## src/rtl/vga_framebuffer_arbiter_if.sv

```systemverilog
// Signal bundle between the frame-buffer arbiter, its three users and the video RAM.
// The slave modport is the arbiter's view; master is the surrounding environment.
interface vga_framebuffer_arbiter_if #(
    parameter int ADDR_WIDTH = 19,
    parameter int DATA_WIDTH = 3
);
    logic                  iVgaRead;
    logic [ADDR_WIDTH-1:0] iVgaAddress;
    logic [DATA_WIDTH-1:0] oVgaColor;
    logic                  oVgaValid;
    logic                  iWrReq;
    logic [ADDR_WIDTH-1:0] iWrAddress;
    logic [DATA_WIDTH-1:0] iWrData;
    logic                  oWrAck;
    logic                  iClearStart;
    logic [DATA_WIDTH-1:0] iClearColor;
    logic                  oClearBusy;
    logic                  oClearDone;
    logic [ADDR_WIDTH-1:0] oMemAddress;
    logic                  oMemWriteEnable;
    logic [DATA_WIDTH-1:0] oMemData;
    logic [DATA_WIDTH-1:0] iMemData;

    modport slave (
        input  iVgaRead, iVgaAddress, iWrReq, iWrAddress, iWrData,
               iClearStart, iClearColor, iMemData,
        output oVgaColor, oVgaValid, oWrAck, oClearBusy, oClearDone,
               oMemAddress, oMemWriteEnable, oMemData
    );

    modport master (
        output iVgaRead, iVgaAddress, iWrReq, iWrAddress, iWrData,
               iClearStart, iClearColor, iMemData,
        input  oVgaColor, oVgaValid, oWrAck, oClearBusy, oClearDone,
               oMemAddress, oMemWriteEnable, oMemData
    );
endinterface

```

## src/rtl/vga_framebuffer_arbiter.sv

```systemverilog
// Single-port frame-buffer arbiter: VGA read > fill engine > host write, one access per cycle.
// The grant is decided in cycle N and every output is registered, so the access appears in N+1.
module vga_framebuffer_arbiter #(
    parameter int ADDR_WIDTH  = 19,
    parameter int DATA_WIDTH  = 3,
    parameter int DEPTH       = 307200,
    parameter int MEM_LATENCY = 1
) (
    input  logic                    Clock,
    input  logic                    Reset,
    vga_framebuffer_arbiter_if.slave bus
);
    localparam logic [ADDR_WIDTH-1:0] LP_DEPTH = ADDR_WIDTH'(DEPTH);
    localparam logic [ADDR_WIDTH-1:0] LP_LAST  = ADDR_WIDTH'(DEPTH - 1);

    typedef enum logic {IDLE = 1'b0, CLEAR = 1'b1} state_t;

    state_t                r_state, w_state_next;
    logic [ADDR_WIDTH-1:0] r_count, w_count_next;
    logic [DATA_WIDTH-1:0] r_fill_color, w_fill_color_next;

    logic                  w_vga_in_range;
    logic                  w_fill_grant;
    logic                  w_fill_last;
    logic                  w_wr_grant;
    logic                  w_wr_in_range;

    logic [MEM_LATENCY:0]  r_vld_pipe;
    logic [MEM_LATENCY:0]  r_oor_pipe;

    logic [DATA_WIDTH-1:0] r_vga_color;
    logic                  r_vga_valid;
    logic                  r_wr_ack;
    logic                  r_clear_busy;
    logic                  r_clear_done;
    logic [ADDR_WIDTH-1:0] r_mem_addr;
    logic                  r_mem_we;
    logic [DATA_WIDTH-1:0] r_mem_data;

    always_comb begin
        // NOTE: every signal written here gets a default first so no latch can be inferred.
        w_state_next      = r_state;
        w_count_next      = r_count;
        w_fill_color_next = r_fill_color;
        w_vga_in_range    = (bus.iVgaAddress < LP_DEPTH);
        w_wr_in_range     = (bus.iWrAddress < LP_DEPTH);
        w_fill_grant      = (r_state == CLEAR) && !bus.iVgaRead;
        w_fill_last       = w_fill_grant && (r_count == LP_LAST);
        // The ack-cycle block limits host writes to one every two clocks.
        w_wr_grant        = bus.iWrReq && !bus.iVgaRead && (r_state == IDLE) && !r_wr_ack;

        case (r_state)
            IDLE: begin
                if (bus.iClearStart) begin
                    w_state_next      = CLEAR;
                    w_count_next      = '0;
                    w_fill_color_next = bus.iClearColor;
                end
            end
            CLEAR: begin
                if (w_fill_last) begin
                    w_state_next = IDLE;
                    w_count_next = '0;
                end else if (w_fill_grant) begin
                    w_count_next = r_count + ADDR_WIDTH'(1);
                end
            end
            default: w_state_next = IDLE;
        endcase
    end

    always_ff @(posedge Clock) begin
        if (!Reset) begin
            r_state      <= IDLE;
            r_count      <= '0;
            r_fill_color <= '0;
            r_vld_pipe   <= '0;
            r_oor_pipe   <= '0;
            r_vga_color  <= '0;
            r_vga_valid  <= 1'b0;
            r_wr_ack     <= 1'b0;
            r_clear_busy <= 1'b0;
            r_clear_done <= 1'b0;
            r_mem_addr   <= '0;
            r_mem_we     <= 1'b0;
            r_mem_data   <= '0;
        end else begin
            // NOTE: non-blocking assignments so every register updates from pre-edge values.
            r_state      <= w_state_next;
            r_count      <= w_count_next;
            r_fill_color <= w_fill_color_next;
            r_wr_ack     <= w_wr_grant;
            r_clear_done <= w_fill_last;
            r_clear_busy <= (w_state_next == CLEAR);
            r_mem_we     <= 1'b0;

            // An out-of-range VGA read still owns the slot but leaves the RAM port untouched.
            if (bus.iVgaRead) begin
                if (w_vga_in_range) begin
                    r_mem_addr <= bus.iVgaAddress;
                end
            end else if (w_fill_grant) begin
                r_mem_addr <= r_count;
                r_mem_data <= r_fill_color;
                r_mem_we   <= 1'b1;
            end else if (w_wr_grant && w_wr_in_range) begin
                r_mem_addr <= bus.iWrAddress;
                r_mem_data <= bus.iWrData;
                r_mem_we   <= 1'b1;
            end

            // Stage k is visible in cycle N+1+k; RAM data is valid alongside the last stage.
            r_vld_pipe  <= {r_vld_pipe[MEM_LATENCY-1:0], bus.iVgaRead};
            r_oor_pipe  <= {r_oor_pipe[MEM_LATENCY-1:0], bus.iVgaRead && !w_vga_in_range};
            r_vga_valid <= r_vld_pipe[MEM_LATENCY];
            if (r_vld_pipe[MEM_LATENCY]) begin
                r_vga_color <= r_oor_pipe[MEM_LATENCY] ? '0 : bus.iMemData;
            end
        end
    end

    assign bus.oVgaColor       = r_vga_color;
    assign bus.oVgaValid       = r_vga_valid;
    assign bus.oWrAck          = r_wr_ack;
    assign bus.oClearBusy      = r_clear_busy;
    assign bus.oClearDone      = r_clear_done;
    assign bus.oMemAddress     = r_mem_addr;
    assign bus.oMemWriteEnable = r_mem_we;
    assign bus.oMemData        = r_mem_data;
endmodule

```

## src/flat_wrapper.sv

```systemverilog
// flat-port wrapper written by rule: the top's interface ports become plain ports
module vga_framebuffer_arbiter_flat 
#(
    parameter int ADDR_WIDTH  = 19,
    parameter int DATA_WIDTH  = 3,
    parameter int DEPTH       = 307200,
    parameter int MEM_LATENCY = 1
)
  (Clock, Reset, bus_iVgaRead, bus_iVgaAddress, bus_iWrReq, bus_iWrAddress, bus_iWrData, bus_iClearStart, bus_iClearColor, bus_iMemData, bus_oVgaColor, bus_oVgaValid, bus_oWrAck, bus_oClearBusy, bus_oClearDone, bus_oMemAddress, bus_oMemWriteEnable, bus_oMemData);
  vga_framebuffer_arbiter_if #(.ADDR_WIDTH(ADDR_WIDTH), .DATA_WIDTH(DATA_WIDTH)) bus_i ();
  input  logic Clock;
  input  logic Reset;
  input wire logic [$bits(bus_i.iVgaRead)-1:0] bus_iVgaRead;
  input wire logic [$bits(bus_i.iVgaAddress)-1:0] bus_iVgaAddress;
  input wire logic [$bits(bus_i.iWrReq)-1:0] bus_iWrReq;
  input wire logic [$bits(bus_i.iWrAddress)-1:0] bus_iWrAddress;
  input wire logic [$bits(bus_i.iWrData)-1:0] bus_iWrData;
  input wire logic [$bits(bus_i.iClearStart)-1:0] bus_iClearStart;
  input wire logic [$bits(bus_i.iClearColor)-1:0] bus_iClearColor;
  input wire logic [$bits(bus_i.iMemData)-1:0] bus_iMemData;
  output wire logic [$bits(bus_i.oVgaColor)-1:0] bus_oVgaColor;
  output wire logic [$bits(bus_i.oVgaValid)-1:0] bus_oVgaValid;
  output wire logic [$bits(bus_i.oWrAck)-1:0] bus_oWrAck;
  output wire logic [$bits(bus_i.oClearBusy)-1:0] bus_oClearBusy;
  output wire logic [$bits(bus_i.oClearDone)-1:0] bus_oClearDone;
  output wire logic [$bits(bus_i.oMemAddress)-1:0] bus_oMemAddress;
  output wire logic [$bits(bus_i.oMemWriteEnable)-1:0] bus_oMemWriteEnable;
  output wire logic [$bits(bus_i.oMemData)-1:0] bus_oMemData;
  assign bus_i.iVgaRead = bus_iVgaRead;
  assign bus_i.iVgaAddress = bus_iVgaAddress;
  assign bus_i.iWrReq = bus_iWrReq;
  assign bus_i.iWrAddress = bus_iWrAddress;
  assign bus_i.iWrData = bus_iWrData;
  assign bus_i.iClearStart = bus_iClearStart;
  assign bus_i.iClearColor = bus_iClearColor;
  assign bus_i.iMemData = bus_iMemData;
  assign bus_oVgaColor = bus_i.oVgaColor;
  assign bus_oVgaValid = bus_i.oVgaValid;
  assign bus_oWrAck = bus_i.oWrAck;
  assign bus_oClearBusy = bus_i.oClearBusy;
  assign bus_oClearDone = bus_i.oClearDone;
  assign bus_oMemAddress = bus_i.oMemAddress;
  assign bus_oMemWriteEnable = bus_i.oMemWriteEnable;
  assign bus_oMemData = bus_i.oMemData;
  vga_framebuffer_arbiter #(.ADDR_WIDTH(ADDR_WIDTH), .DATA_WIDTH(DATA_WIDTH), .DEPTH(DEPTH), .MEM_LATENCY(MEM_LATENCY)) u_core (.Clock(Clock), .Reset(Reset), .bus(bus_i));
endmodule
```

## config.mk

```make
export PLATFORM = sky130hd
export DESIGN_NAME = vga_framebuffer_arbiter_flat
export DESIGN_NICKNAME = d
export VERILOG_FILES = /design/src/rtl/vga_framebuffer_arbiter_if.sv /design/src/rtl/vga_framebuffer_arbiter.sv /design/src/flat_wrapper.sv
export SDC_FILE = /design/constraint.sdc
export NUM_CORES = 1
export LEC_CHECK = 0
export BUFFER_PORTS_ARGS = -buffer_cell sky130_fd_sc_hd__buf_2
export CAP_MARGIN = 20
export CORE_ASPECT_RATIO = 1.4
export CORE_MARGIN = 2
export CORE_UTILIZATION = 53
export DETAILED_ROUTE_END_ITERATION = 8
export PLACE_DENSITY = 0.79
export SLEW_MARGIN = 30
export SYNTH_ARGS = -nofsm -noshare
export SYNTH_HDL_FRONTEND = slang
export SYNTH_SLANG_ARGS = --single-unit
export TNS_END_PERCENT = 50
```

## constraint.sdc

```tcl
create_clock -name Clock -period 2.41 [get_ports Clock]
set_clock_uncertainty 0.1 [all_clocks]
set_input_delay 0.1205 -clock Clock [delete_from_list [all_inputs] [get_ports Clock]]
set_output_delay 0.1205 -clock Clock [all_outputs]
set_load 0.01 [all_outputs]
```

==> impl_metrics.json, run 1 <==
{
  "clockBufferDepth": 2,
  "cap_violations": 0,
  "cts.sinks": 56,
  "worstMarginPinSlew_ps": 581,
  "num-fill-cells": 457,
  "dieHeight_um": 93.8,
  "setup_violations": 0,
  "peakVddDrop_mv": 0.281,
  "postCtsSetupBuffers": 0,
  "ios": 82,
  "finalHoldViolations": 0,
  "drt.antenna.violating_nets": 0,
  "max_freq_mhz": 494,
  "antenna_cells": 0,
  "port_buffers": 81,
  "nets": 477,
  "clkTransAtPathRegs_ps": 100,
  "start_util_pct": 55.3,
  "crit_buf_inv": 0,
  "routedWlPerCell_um": 15.6,
  "antenna_found_initial": 0,
  "syn_avg_cell_area_um2": 8.85,
  "r2r-start": "u_core.r_count[0]$_SDFFE_PN0P_",
  "drc_errors": 0,
  "synth_area_leaders": "dfxtp_1 37%, mux2i_1 9.2%, a21oi_1 4.8%, nand2_1 4.2%, nor2b_1 3.7%",
  "layout_commonest_cell": "buf_2",
  "hp-class": "input pin to flop",
  "place_inst": 477,
  "syn_to_final_growth_pct": 20.0,
  "period_share_pct": 83.9,
  "synth_top_area_share_pct": 36.7,
  "synth_cells": 345,
  "core_um2": 5530,
  "leakage_nw": 1.66,
  "crit_start": "u_core.r_count[0]$_SDFFE_PN0P_",
  "final_layout_size_suffix_gt1_share_pct": 28.0,
  "first_global_vias": 2696,
  "worstPathCellList": "ha_1, nand3_1, nor2_8, nand3_4, a41o_1, a22o_1",
  "cp_slowest_stage_delay_ps": 440,
  "place.gp.congestion": 0.915,
  "tns_ps": 0,
  "layout_common_cells": "81 x buf_2, 55 x dfxtp_1, 34 x nand2_1",
  "synth-seq-cells": 56,
  "ys.flop_type": "dfxtp_1",
  "synth-seq-area-share_pct": 36.7,
  "ys_warn_count": 0,
  "crit_arrival_ps": 2120,
  "tritoncts": "built",
  "viasPerCell": 5.78,
  "period_minus_slack_ps": 2020,
  "cts_max_level": 2,
  "critPathKind": "flop to flop",
  "drtIter0Drc": 225,
  "cp.required_ps": 2510,
  "grt_max_degree": 44,
  "layout.cells.non_filler": 493,
  "multi_input_area_um2": 1810,
  "netlist_area_um2": 3050,
  "status": "finished, final reports clean",
  "die_w_um": 68.2,
  "rsz0062_at_grt": "no",
  "layout.area.seq_um2": 1120,
  "grt_pass1_wl_mm": 12.4,
  "clkLatencyLatePin_ps": 310,
  "drt_first_pass_iters": 4,
  "drt-total-wl_mm": 7.68,
  "cpLargestDelayFamily": "simple AND/OR/NAND/NOR gates",
  "root_buffer": "clkbuf_8",
  "cp-start-kind": "flop",
  "slew-limit-headroom_pct": 61.1,
  "ys_types": 52,
  "drv_slew": 0,
  "hp-start": "bus_iWrData[1]",
  "p_total_mw": 1.89,
  "hold_slack_ps": 6.20,
  "powerDensity_nw_per_um2": 515,
  "place_hpwl_mm": 5.64,
  "cpMaxStageDelayCell": "dfxtp_1",
  "overflow": 0,
  "num_rows": 32,
  "cp_max_fo": 10,
  "gr-usage-all-layers_pct": 25.0,
  "syn_nets": 398,
  "utilization_pct": 66.3,
  "yosysTopAreaCell": "dfxtp_1",
  "synth_edf_count": 0,
  "cp-end-kind": "flop",
  "dieArea_um2": 6390,
  "vias": 2852,
  "async_flop_share_pct": 0,
  "cts_buffers": 5
}
-- stage by stage --
step                cell area, um2  setup slack, ps
floorplan                     3050              642
global placement              3490              525
detailed placement            3490              442
CTS                           3660              425
global route                  3660              310
finish                        3660              387
-- repair_timing --
action                    CTS  global route
hold buffers                8             0
hold endpoints to repair    8             0
gates resized for setup     0             0
-- layout make-up --
class                           count  area share, %
Multi-Input combinational cell    258           49.3
Sequential cell                    56           30.6
Timing Repair Buffer               95           14.5
Tap cell                           68           2.32
Clock buffer                        5           1.88
Inverter                            8          0.819
Clock inverter                      3          0.580
-- cells in the mapped netlist, types with 6 or more instances --
master / count
nand3_1: 12
o21ai_0: 9
nand2_1: 34
a21oi_1: 29
inv_1: 8
mux2_2: 8
o311a_1: 11
a211oi_1: 13
clkbuf_1: 10
nor2_1: 18
mux2i_1: 28
o211a_1: 6
buf_2: 11
nor2b_1: 18
nand4_1: 6
dfxtp_1: 56
-- final timing paths --
check	to	slack [ps]	depth (start not counted)
min	u_core.bus.oMemData[1]$_SDFFE_PN0P_	6	3
max	u_core.r_count[5]$_SDFFE_PN0P_	390	6
max reg2reg	u_core.r_count[5]$_SDFFE_PN0P_	390	6
min reg2reg	u_core.r_vld_pipe[1]$_SDFF_PN0_	340	1
-- worst min-delay path: cells and delay by family --
family	cells	cell delay, ps
buffers and inverters	1	80
muxes	1	50
AOI/OAI and AO/OA	1	120
-- power by group --
group / leakage (nW) / total (mW) / switching (mW) / internal [mW]
clock network: 0.0445 / 0.520 / 0.313 / 0.207
logic: 1.16 / 0.369 / 0.197 / 0.173
registers: 0.458 / 0.998 / 0.0293 / 0.969
total: 1.66 / 1.89 / 0.539 / 1.35
-- cell families after synthesis --
| group | share of synthesized area [%] |
|---|---|
| flip-flops | 36.7 |
| buffers and inverters | 4.38 |
| multiplexers | 12.1 |
| AND/OR/NAND/NOR | 24.8 |
| XOR/XNOR | 2.01 |
| AO/OA/AOI/OAI | 19.6 |
| adder cells (fa/ha/maj) | 0.410 |
-- routing by layer --
layer / routed length (um) / share of wire, % / global-route usage (%) / up-vias
li1: - / - / - / 1430
met5: 0 / 0 / 0 / -
met2: 3890 / 51 / 43.2 / 81
met4: 96 / 1.3 / 8.00 / 0
met3: 402 / 5.2 / 4.20 / 12
met1: 3280 / 43 / 30.7 / 1329
-- flip-flops by register name, indices dropped and copies added, names as in the netlist, 2 cells and up --
register,count
u_core.bus.oMemAddress,19
u_core.r_count,19
u_core.bus.oMemData,3
u_core.bus.oVgaColor,3
u_core.r_fill_color,3
u_core.r_oor_pipe,2
u_core.r_vld_pipe,2
Power figures use the tool's default switching activity.
==> run 2, diff against run 1 <==
--- a/config.mk
+++ b/config.mk
@@ -5,13 +5,14 @@
 export SDC_FILE = /design/constraint.sdc
 export NUM_CORES = 1
 export LEC_CHECK = 0
+export ABC_AREA = 1
 export BUFFER_PORTS_ARGS = -buffer_cell sky130_fd_sc_hd__buf_2
 export CAP_MARGIN = 20
 export CORE_ASPECT_RATIO = 1.4
 export CORE_MARGIN = 2
-export CORE_UTILIZATION = 53
+export CORE_UTILIZATION = 51
 export DETAILED_ROUTE_END_ITERATION = 8
-export PLACE_DENSITY = 0.79
+export PLACE_DENSITY = 0.78
 export SLEW_MARGIN = 30
 export SYNTH_ARGS = -nofsm -noshare
 export SYNTH_HDL_FRONTEND = slang
==> constraint.sdc (replaced) <==
create_clock -name Clock -period 2 [get_ports Clock]
set_clock_uncertainty 0.1 [all_clocks]
set_input_delay 0.1 -clock Clock [delete_from_list [all_inputs] [get_ports Clock]]
set_output_delay 0.1 -clock Clock [all_outputs]
set_load 0.01 [all_outputs]
==> run 2 against run 1 <==
Clock power rose by 45%. Utilization fell by 0.90 points. Total power rose by 24%. Via count rose by 6.1%. Critical path depth rose by 2. Fmax rose by 18%. Critical endpoint is now u_core.r_count[16]$_SDFFE_PN0P_. Final area fell by 6.5%. Global-route usage barely moved. Cell count rose by 17%. Largest cell class unchanged.
==> impl_metrics.json, run 2 <==
{
  "status": "finished, final reports clean",
  "root_buffer": "clkbuf_8",
  "overflow": 0,
  "yosysMostFrequentCell": "nand2_1",
  "drc_errors": 0,
  "start_util_pct": 53.1,
  "synthTopCellsByCount": "125 x nand2_1, 65 x nor2_1, 56 x dfxtp_1",
  "num_rows": 31,
  "drtIter0Drc": 315,
  "period_share_pct": 85.5,
  "slew-limit-headroom_pct": 68.6,
  "syn_nets": 479,
  "tritoncts": "built",
  "peakVddDrop_mv": 0.557,
  "clkLatencyLatePin_ps": 310,
  "layout_commonest_cell": "nand2_1",
  "finalHoldViolations": 0,
  "nets": 565,
  "die_w_um": 66.4,
  "port_buffers": 81,
  "crit_start": "u_core.r_count[0]$_SDFFE_PN0P_",
  "routedWlPerCell_um": 12.8,
  "gr-usage-all-layers_pct": 25.0,
  "hp-start": "bus_iWrData[0]",
  "clkTransAtPathRegs_ps": 100,
  "synth_edf_count": 0,
  "drv_slew": 0,
  "cp-end-kind": "flop",
  "postCtsSetupBuffers": 0,
  "period_minus_slack_ps": 1710,
  "placed_area_um2": 3230,
  "critPathKind": "flop to flop",
  "setup_ws_ps": 290,
  "first_global_vias": 2751,
  "max_freq_mhz": 585,
  "rsz0062_at_grt": "no",
  "tns_ps": 0,
  "core_um2": 5240,
  "dieHeight_um": 91.4,
  "viasPerCell": 5.23,
  "cp-start-kind": "flop",
  "r2r-start": "u_core.r_count[0]$_SDFFE_PN0P_",
  "synth-seq-area-share_pct": 40.3,
  "synth_top_area_share_pct": 40.3,
  "clockBufferDepth": 2,
  "ios": 82,
  "final_layout_size_suffix_gt1_share_pct": 20.3,
  "cap_violations": 0,
  "crit_arrival_ps": 1850,
  "hp-class": "input pin to flop",
  "layout_common_cells": "124 x nand2_1, 81 x buf_2, 65 x nor2_1",
  "yosysTopAreaCell": "dfxtp_1",
  "wl_met3_um": 386,
  "num-fill-cells": 482,
  "drt-total-wl_mm": 7.40,
  "netlist_area_um2": 2780,
  "synth_cells": 426,
  "worstMarginPinSlew_ps": 470,
  "place_inst": 564,
  "ys.flop_type": "dfxtp_1",
  "cp.required_ps": 2140,
  "grt_max_degree": 27,
  "cts_buffers": 5,
  "drt-met1-wl_mm": 3.10,
  "top_layer": "met4",
  "layout.cells.non_filler": 579,
  "powerDensity_nw_per_um2": 685,
  "syn_avg_cell_area_um2": 6.53,
  "setup_violations": 0,
  "dp_worst_setup_slack_ps": 213,
  "grt_pass1_wl_mm": 12.1,
  "p_total_mw": 2.35,
  "cp_max_fo": 5,
  "cts.sinks": 56,
  "leakage_nw": 1.58,
  "fin_area_um2": 3430,
  "dieArea_um2": 6070,
  "cts_max_level": 2,
  "antenna_cells": 0,
  "ys_types": 23,
  "syn_to_final_growth_pct": 23.2,
  "dr_wl_met2_mm": 3.75,
  "place_hpwl_mm": 5.62,
  "synth_area_leaders": "dfxtp_1 40%, nand2_1 17%, nor2_1 8.8%, nand3_1 7.6%, a21oi_1 6.7%",
  "antenna_found_initial": 0,
  "drt_first_pass_iters": 4,
  "drt.antenna.violating_nets": 0,
  "place.gp.congestion": 0.936,
  "ys_warn_count": 0,
  "synth-seq-cells": 56,
  "vias": 3026,
  "async_flop_share_pct": 0
}
==> run 2: cell types whose count changed in the layout (fill, tap and decap cells not counted), sizes merged, moves of 8 or more <==
cell	delta
nand2	+94
nor2	+48
mux2i	-28
nand3	+28
inv	+26
nor2b	-18
a211oi	-13
o311a	-11
mux2	-8
==> run 2: worst max-delay path, cell delays in order (launching register included) <==
cell and delay [ps]:
dfxtp_1 350, ha_1 230, nand2_1 130, nor2_4 60, nand3_1 120, nor2_1 70, nor2_1 310, nand3_1 120
a21oi_1 150
==> run 2: report_power, final <==
group	switching, mW	internal, mW	total [mW]
registers	0.0297	1.17	1.20
clock network	0.379	0.378	0.756
logic	0.232	0.159	0.390
==> run 2: through the flow <==
stage                     util, %  hold WS (ps)
after floorplan                 -           160
after global placement       61.6           266
after detailed placement     61.6           271
after CTS                    65.2          1.68
after global routing         65.4          36.7
final                        65.4          7.20
==> run 2: kinds of logic after synthesis <==
family | synth area share (%)
xor gates and xnor gates | 3.15
buffers and inverters | 8.24
and+or+nand+nor | 36.8
adders and majority gates | 0.450
AOI/OAI and AO/OA | 11.1
DFF | 40.3
==> run 2: worst paths after layout <==
kind | end | slack, ps | depth (start not counted)
max reg2reg | u_core.r_count[16]$_SDFFE_PN0P_ | 290 | 8
min | u_core.bus.oMemData[0]$_SDFFE_PN0P_ | 7 | 5
min reg2reg | u_core.r_oor_pipe[1]$_SDFF_PN0_ | 330 | 2
max | u_core.r_count[16]$_SDFFE_PN0P_ | 290 | 8
==> run 2: what timing repair did <==
action,4_1_cts,5_1_grt
resized for setup,0,3
hold buffers,7,0
setup endpoints to repair,0,14
hold endpoints to repair,7,0
==> run 2: routing by layer <==
metal	GRT usage, %	vias to the layer above
met3	4.58	15
met2	42.4	87
met1	30.5	1392
li1	-	1532
met4	9.86	0
met5	0	-
==> run 2: layout make-up <==
type / count / area [um2] / share of cell area, %
timing repair buffer: 95 / 528 / 15.4
clock buffer: 5 / 68.8 / 2.01
clock inverter: 3 / 47.5 / 1.39
inverter: 36 / 135 / 3.94
tap: 66 / 82.6 / 2.41
sequential: 56 / 1120 / 32.7
multi-input combinational: 318 / 1440 / 42.1
==> run 3, diff against run 2 <==
--- a/config.mk
+++ b/config.mk
@@ -6,12 +6,12 @@
 export NUM_CORES = 1
 export LEC_CHECK = 0
 export ABC_AREA = 1
-export BUFFER_PORTS_ARGS = -buffer_cell sky130_fd_sc_hd__buf_2
 export CAP_MARGIN = 20
 export CORE_ASPECT_RATIO = 1.4
 export CORE_MARGIN = 2
-export CORE_UTILIZATION = 51
+export CORE_UTILIZATION = 63
 export DETAILED_ROUTE_END_ITERATION = 8
+export DONT_BUFFER_PORTS = 1
 export PLACE_DENSITY = 0.78
 export SLEW_MARGIN = 30
 export SYNTH_ARGS = -nofsm -noshare
==> run 3 against run 2 <==
Routed wire length up 3.2%. Worst setup slack got worse by 94 ps. First-iteration DRC count is 16% lower. Critical path type unchanged. Critical endpoint is now u_core.r_count[9]$_SDFFE_PN0P_.
==> impl_metrics.json, run 3 (same netlist as run 2, synthesis figures left out) <==
{
  "core_um2": 4240,
  "layout_commonest_cell": "nand2_1",
  "vias": 2930,
  "grt_max_degree": 26,
  "crit_buf_inv": 1,
  "clkLatencyLatePin_ps": 320,
  "final_layout_size_suffix_gt1_share_pct": 5.77,
  "place.gp.congestion": 0.926,
  "place_inst": 480,
  "routedWlPerCell_um": 14.5,
  "powerDensity_nw_per_um2": 659,
  "ff2ff_setup_slack_ps": 200,
  "wl_met3_um": 599,
  "layout.area.seq_um2": 1120,
  "critPathKind": "flop to flop",
  "antenna_cells": 0,
  "cpLargestDelayFamily": "simple AND/OR/NAND/NOR gates",
  "overflow": 0,
  "dieArea_um2": 4970,
  "port_buffers": 0,
  "cap_violations": 0,
  "layout_common_cells": "123 x nand2_1, 65 x nor2_1, 56 x dfxtp_1",
  "drt-met1-wl_mm": 3.04,
  "drt-total-wl_mm": 7.64,
  "worstPathCellList": "ha_1, nand2_1, nor2_2, nand3_1, inv_1, nand2_1, nand2_1, nand2_1, nand2_4, nor2_1",
  "num-fill-cells": 324,
  "slew-limit-headroom_pct": 48.8,
  "cp_slowest_stage_delay_ps": 400,
  "antenna_found_initial": 0,
  "placed_area_um2": 2840,
  "top_layer": "met4",
  "max_freq_mhz": 554,
  "die_w_um": 60.1,
  "viasPerCell": 5.55,
  "drt_first_pass_iters": 5,
  "dr_wl_met2_mm": 3.76,
  "first_global_vias": 2669,
  "cp.required_ps": 2100,
  "r2r.worst_path.cells": 10,
  "worstMarginPinSlew_ps": 766,
  "grt_pass1_wl_mm": 11.8,
  "cts_buffers": 5,
  "tritoncts": "built",
  "setup_violations": 0,
  "p_total_mw": 2.20,
  "layout.cells.non_filler": 528,
  "multi_input_area_um2": 1440,
  "ios": 82,
  "drc_errors": 0,
  "place_hpwl_mm": 5.02,
  "nets": 520,
  "num_rows": 28,
  "cp-end-kind": "flop",
  "syn_to_final_growth_pct": 20.1,
  "root_buffer": "clkbuf_8",
  "drt.antenna.violating_nets": 0,
  "dieHeight_um": 82.6,
  "holdPathEnd": "u_core.r_count[13]$_SDFFE_PN0P_",
  "status": "finished, final reports clean",
  "period_share_pct": 90.2,
  "crit_arrival_ps": 1910,
  "drtIter0Drc": 264,
  "cpMaxStageDelayCell": "dfxtp_1",
  "tns_ps": 0,
  "fin_area_um2": 3340,
  "clockBufferDepth": 2,
  "cts.sinks": 56,
  "min_path_cells": 2,
  "utilization_pct": 78.8,
  "peakVddDrop_mv": 0.453,
  "r2r-end": "u_core.r_count[9]$_SDFFE_PN0P_",
  "cp-start-kind": "flop",
  "postCtsSetupBuffers": 0,
  "drv_slew": 0,
  "rsz0062_at_grt": "no",
  "cp_max_fo": 14,
  "leakage_nw": 1.38,
  "gr-usage-all-layers_pct": 31.4,
  "hp-class": "input pin to flop",
  "r2r-start": "u_core.r_count[0]$_SDFFE_PN0P_",
  "finalHoldViolations": 0,
  "clkTransAtPathRegs_ps": 110,
  "hp-start": "Reset",
  "start_util_pct": 65.6,
  "cts_max_level": 2,
  "period_minus_slack_ps": 1800,
  "cp_common_cell": "nand2_1"
}
## run 3: cell types whose count changed in the layout (fill, tap and decap cells not counted), sizes merged
cell,before,now
bufinv,1,0
dlymetal6s4s,0,1
inv,35,36
dlygate4sd3,7,39
clkinvlp,0,1
clkinv,3,2
buf,88,10
## run 3: layer usage
metal,vias to the layer above,GRT usage (%)
li1,1448,-
met2,147,54.2
met3,25,6.23
met1,1310,36.9
met5,-,0
met4,0,14.0
## run 3: what timing repair did
item / in CTS / in global routing
gates resized for setup: 0 / 4
hold buffers: 40 / 0
endpoints found under the setup margin: 0 / 26
endpoints found under the hold margin: 34 / 0
## run 3: worst max path at each step
stage                                    from                                      to  slack, ps  cells after the start
6_report       u_core.r_count[0]$_SDFFE_PN0P_          u_core.r_count[9]$_SDFFE_PN0P_        200                     10
3_5_place_dp   u_core.r_count[0]$_SDFFE_PN0P_          u_core.r_count[9]$_SDFFE_PN0P_        170                     10
3_3_place_gp        u_core.r_state$_SDFF_PN0_         u_core.r_count[10]$_SDFFE_PN0P_        130                      6
5_1_grt        u_core.r_count[0]$_SDFFE_PN0P_          u_core.r_count[4]$_SDFFE_PN0P_         20                     10
4_1_cts                          bus_iVgaRead  u_core.bus.oMemAddress[8]$_SDFFE_PN0P_        120                      9
2_1_floorplan  u_core.r_count[0]$_SDFFE_PN0P_         u_core.r_count[10]$_SDFFE_PN0P_        410                     11
## run 3: cell type report
class | count | share of cell area [%]
Multi-Input combinational cell | 318 | 43.1
Sequential cell | 56 | 33.6
Timing Repair Buffer | 50 | 14.3
Inverter | 36 | 4.05
Tap cell | 60 | 2.25
Clock buffer | 5 | 2.06
Clock inverter | 3 | 0.637
## run 3: where the power goes
group          switching [mW]  leakage [nW]  internal (mW)  total [mW]
sequential             0.0595         0.458           1.17        1.23
combinational           0.196         0.875          0.141       0.337
clock                   0.382        0.0445          0.250       0.632
## run 3: stage by stage
stage          hold WS, ps  worst slack (ps)
2_1_floorplan          160               415
3_3_place_gp          96.3               131
3_5_place_dp           101               173
4_1_cts               1.86               119
5_1_grt               20.8              16.4
6_report              8.03               196
